--- src/rtl/mem_stage_lsu.sv ---
// mem_stage_lsu: load/store unit between the M stage and the data bus.
// Stalls the pipeline through an explicit handshake while the bus is busy,
// formats store data/byte enables, extracts and extends load data, and
// counts bus wait cycles.
module mem_stage_lsu #(
   parameter int N    = 64,
   parameter int CNTW = 32
) (
   input  logic            clk,
   input  logic            reset,
   input  logic            reqvalid,
   input  logic            we,
   input  logic [1:0]      size,
   input  logic            signext,
   input  logic [N-1:0]    addr,
   input  logic [N-1:0]    wdata,
   output logic            stall,
   output logic            rvalid,
   output logic [N-1:0]    rdata,
   output logic            misalign,
   output logic            memreq,
   output logic            memwe,
   output logic [N-1:0]    memadr,
   output logic [N-1:0]    memwdata,
   output logic [N/8-1:0]  membe,
   input  logic            memabort,
   input  logic [N-1:0]    memrdata,
   output logic [CNTW-1:0] waitcnt
);

   localparam int NB = N / 8;
   localparam int LW = $clog2(NB);

   typedef enum logic [1:0] {IDLE, BUSY, RESP} state_t;

   state_t         state, state_n;
   logic           aligned;
   logic           accept;
   logic           stall_i;
   logic           misalign_i;
   logic [LW-1:0]  lane;
   logic [LW-1:0]  lane_r;
   logic           we_r;
   logic           signext_r;
   logic [1:0]     size_r;
   logic [N-1:0]   wdata_fmt;
   logic [NB-1:0]  be_pat;
   logic [NB-1:0]  be_fmt;
   logic [N-1:0]   shifted;
   logic [N-1:0]   rdata_fmt;
   logic           ext;
   int unsigned    nb;

   assign lane = addr[LW-1:0];

   // Alignment: addr mod 2^size == 0; doubles never fit a 32-bit bus.
   always_comb begin
      aligned = 1'b1;
      case (size)
         2'd0:    aligned = 1'b1;
         2'd1:    aligned = ~addr[0];
         2'd2:    aligned = (addr[1:0] == 2'b00);
         default: aligned = (N == 64) && (addr[2:0] == 3'b000);
      endcase
   end

   // Store data lane replication and byte enables (all lanes for loads).
   always_comb begin
      wdata_fmt = wdata;
      case (size)
         2'd0:    wdata_fmt = {NB{wdata[7:0]}};
         2'd1:    wdata_fmt = {(N/16){wdata[15:0]}};
         2'd2:    wdata_fmt = {(N/32){wdata[31:0]}};
         default: wdata_fmt = wdata;
      endcase
      be_pat = '0;
      for (int unsigned i = 0; i < NB; i++) begin
         be_pat[i] = (i < (32'd1 << size));
      end
      be_fmt = we ? (be_pat << lane) : '1;
   end

   // Load extraction: shift the addressed lane down, keep 8*2^size bits, extend.
   always_comb begin
      shifted = memrdata >> {lane_r, 3'b000};
      nb      = 32'd8 << size_r;
      if (nb > unsigned'(N)) nb = unsigned'(N);
      ext = 1'b0;
      for (int unsigned i = 0; i < N; i++) begin
         if (i + 1 == nb) ext = signext_r & shifted[i];
      end
      rdata_fmt = '0;
      for (int unsigned i = 0; i < N; i++) begin
         rdata_fmt[i] = (i < nb) ? shifted[i] : ext;
      end
   end

   // FSM state register.
   always_ff @(posedge clk or posedge reset) begin
      if (reset) state <= IDLE;
      else       state <= state_n;
   end

   // FSM next state and handshake outputs.
   always_comb begin
      state_n    = state;
      accept     = 1'b0;
      stall_i    = 1'b0;
      misalign_i = 1'b0;
      rvalid     = 1'b0;
      memreq     = 1'b0;
      memwe      = 1'b0;
      case (state)
         IDLE: begin
            if (reqvalid && aligned) begin
               accept  = 1'b1;
               stall_i = 1'b1;
               state_n = BUSY;
            end else if (reqvalid) begin
               misalign_i = 1'b1;
            end
         end
         BUSY: begin
            stall_i = 1'b1;
            memreq  = 1'b1;
            memwe   = we_r;
            if (!memabort) state_n = RESP;
         end
         RESP: begin
            rvalid  = 1'b1;
            state_n = IDLE;
         end
         default: state_n = IDLE;
      endcase
   end

   // While reset is held, IDLE would otherwise still reflect a pending reqvalid.
   assign stall    = stall_i & ~reset;
   assign misalign = misalign_i & ~reset;

   // Request capture, load result latch and wait-cycle counter.
   always_ff @(posedge clk or posedge reset) begin
      if (reset) begin
         we_r      <= 1'b0;
         size_r    <= 2'd0;
         signext_r <= 1'b0;
         lane_r    <= '0;
         memadr    <= '0;
         memwdata  <= '0;
         membe     <= '0;
         rdata     <= '0;
         waitcnt   <= '0;
      end else begin
         if (accept) begin
            we_r      <= we;
            size_r    <= size;
            signext_r <= signext;
            lane_r    <= lane;
            memadr    <= {addr[N-1:LW], {LW{1'b0}}};
            memwdata  <= wdata_fmt;
            membe     <= be_fmt;
         end
         if (state == BUSY && !memabort && !we_r) rdata <= rdata_fmt;
         if (state == BUSY && memabort && waitcnt != '1) waitcnt <= waitcnt + 1'b1;
      end
   end

endmodule
--- config.mk ---
export PLATFORM = sky130hd
export DESIGN_NAME = mem_stage_lsu
export DESIGN_NICKNAME = d
export VERILOG_FILES = /design/src/rtl/mem_stage_lsu.sv
export SDC_FILE = /design/constraint.sdc
export NUM_CORES = 1
export LEC_CHECK = 0
export ABC_CLOCK_PERIOD_IN_PS = 11250
export BUFFER_PORTS_ARGS = -buffer_cell sky130_fd_sc_hd__buf_2
export CELL_PAD_IN_SITES_DETAIL_PLACEMENT = 0
export CELL_PAD_IN_SITES_GLOBAL_PLACEMENT = 1
export CORE_AREA = 5 5 148 221
export DETAILED_ROUTE_END_ITERATION = 6
export DIE_AREA = 0 0 153 226
export PLACE_DENSITY_LB_ADDON = 0.1
export SETUP_SLACK_MARGIN = 0.1
export SYNTH_ARGS = -nofsm -noshare
export SYNTH_HDL_FRONTEND = slang
export SYNTH_SLANG_ARGS = --single-unit
--- constraint.sdc ---
create_clock -name clk -period 11.25 [get_ports clk]
set_input_delay 0.5625 -clock clk [delete_from_list [all_inputs] [get_ports clk]]
set_output_delay 0.5625 -clock clk [all_outputs]
set_load 0.01 [all_outputs]
==> results.json <==
{
  "status": "finished clean",
  "final_cell_mix": "buf_2 (433), nand2_1 (336), dfrtp_1 (236), nor2_1 (108), mux2i_1 (101)",
  "cp-start-kind": "flop",
  "clockBufferDepth": 3,
  "setup_ws_ns": 7.89,
  "power.internal_mw": 2.09,
  "final_cells": 2108,
  "period_minus_slack_ns": 3.36,
  "fin_util": 0.498,
  "synth.area.mux_share": 0.109,
  "comb_power_share": 0.359,
  "ys.flop_type": "dfrtp_1",
  "areaGrowthSynthToFinish_pct": 26.7,
  "fp.dieH_um": 226,
  "numCtsBuffers": 25,
  "tns_ns": 0,
  "die-area_um2": 34600,
  "ys_ff_latch": 238,
  "fp.dieW_um": 153,
  "synth_top_family_by_area": "simple AND/OR/NAND/NOR gates",
  "critPathKind": "flop to flop",
  "critPathTopFamily": "simple AND/OR/NAND/NOR gates",
  "grt_max_degree": 118,
  "cp.arrival_ns": 3.80,
  "clock_latency_ns": 0.53,
  "endpoint_kind": "flop",
  "final_common_cell": "buf_2",
  "core_area_um2": 30600,
  "grt_pass1_wl_um": 64200,
  "cpMaxStageDelayCell": "nand3_1",
  "ctsHtreeMaxLevel": 1,
  "port_buffers": 433,
  "routed_wl_um": 41500,
  "setup_viol": 0,
  "synth.distinct_cells": 62,
  "core.rowCount": 79,
  "synth_compound_area_frac": 0.138,
  "seqPwrFrac": 0.393,
  "dp_slack_ns": 7.39,
  "cp_max_fo": 52,
  "drtIter0Drc": 528,
  "synthAdderAreaFrac": 0.00104,
  "syn_area_um2": 12000,
  "final_antenna_net_count": 0,
  "power_density_nw_per_um2": 219,
  "overflow": 0,
  "start_util": 0.393,
  "drtPass1Iterations": 7,
  "wl_per_cell_um": 19.7,
  "dp_hpwl_um": 30600,
  "cts_tree": "built",
  "vdd_ir_drop_max_mv": 0.122,
  "synth_edf_count": 0,
  "fin_nets": 1883,
  "antenna_found_initial": 6,
  "yosysWarnings": 0,
  "place_congestion": 0.856,
  "boundaryPins": 437,
  "tightest_slew_ns": 1.10,
  "p_sw_mw": 1.25,
  "required_ns": 11.69,
  "async_flop_share": 1.00,
  "rsz0062_at_grt": "no",
  "syn_avg_cell_area_um2": 9.20,
  "synthSimpleGateAreaFrac": 0.195,
  "vias": 10900,
  "p_leak_nw": 7.89,
  "grt_pass1_vias": 11200,
  "syn_inst": 1307,
  "cp_slowest_stage_delay_ns": 0.69,
  "crit_buf_inv": 1,
  "place_inst": 2060,
  "ctsRootBufferMaster": "clkbuf_16",
  "sw_frac_of_total": 0.375,
  "via_per_inst": 5.18,
  "fin_crit_sh": 0.299,
  "slew_viol_final": 0,
  "cts_setup_buffers": 0,
  "hold_class": "primary input to asynchronous set/reset pin",
  "hold_violations": 0,
  "fin_skew_ns": 0.0168,
  "post_cts_resized": 0,
  "cts.clk_slew.worst_paths_ns": 0.07,
  "hold_buffers": 0,
  "grt_use_total": 0.233,
  "maxSlewHeadroom": 0.269,
  "synth_xor_area_frac": 0.0233,
  "cts.sinks": 238,
  "clkPwrFrac": 0.248,
  "drc": 0,
  "synth-seq-area-share": 0.495,
  "maxCapViolCount": 0,
  "power.total_mw": 3.34,
  "drive_gt1_frac": 0.306,
  "fmax_mhz": 298,
  "path_cells": "buf_4, mux2i_1, and4b_1, a311oi_1, nand3_1, o211ai_1"
}
## state kept, by name, indices dropped and copies added (netlist names), 2 cells and up
name      count
lane_r        3
state         2
size_r        2
membe         8
memadr       61
waitcnt      32
rdata        64
memwdata     64
## cell usage after synthesis, types with 15 or more instances
cell	count	area (um^2)
a211oi_1	29	218
a21o_1	16	120
clkbuf_1	72	270
a21oi_1	61	305
nand3_1	17	85.1
o21ai_0	56	280
nand2_1	336	1260
o22a_1	15	131
mux2i_1	101	1010
xor2_1	21	184
dfrtp_1	238	5960
a31oi_1	23	144
nor2b_1	15	93.8
nor2_1	108	405
o211ai_1	18	135
## power groups by stage
stage	Sequential (mW)	Combinational, mW	Clock [mW]
floorplan	1.42	0.571	0
global placement	1.32	1.20	0
detailed placement	1.33	1.22	0
CTS	1.32	1.22	0.858
global route	1.35	1.33	0.889
finish	1.31	1.20	0.831
## cell families after synthesis
group / count (synthesis)
and+or+nand+nor: 549
buffers and inverters: 109
DFF: 238
muxes: 120
adders and majority gates: 1
AOI/OAI and AO/OA: 257
xor gates and xnor gates: 32
other: 1
## layer usage
metal  vias up  part of all wire  GRT usage
met5         -            0.0011          0
met3        74             0.073     0.0631
met1      5233              0.37      0.264
met4         8             0.036     0.0854
met2       366              0.52      0.420
li1       5235                 -          -
## per-stage QoR
step           hold slack (ns)  area, um^2
2_1_floorplan            0.470       12000
3_3_place_gp             0.454       14400
3_5_place_dp             0.457       14400
4_1_cts                  0.188       15200
5_1_grt                  0.188       15200
6_report                 0.134       15200
## final timing paths
kind	slack, ns	cells after the start	endpoint	from
max	7.89	6	rdata[26]$_DFFE_PP0P_	lane_r[1]$_DFFE_PP0P_
min reg2reg	0.47	2	memadr[53]$_DFFE_PP0P_	memadr[53]$_DFFE_PP0P_
min in group clk	0.22	3	memadr[24]$_DFFE_PP0P_	addr[24]
min	0.13	2	memadr[49]$_DFFE_PP0P_	reset
max in group asynchronous	8.77	4	rdata[34]$_DFFE_PP0P_	reset
max reg2reg	7.89	6	rdata[26]$_DFFE_PP0P_	lane_r[1]$_DFFE_PP0P_
## final cells by class
class,instances,area [um^2]
clock inverters,10,81.3
fillers,3011,15400
clock buffers,36,737
inverters,11,48.8
repair buffers,444,2250
well taps,405,507
multi-input cells,962,5660
diodes,2,5.00
flip-flops and latches,238,5960
No activity file was read; power rests on OpenSTA's default activity.
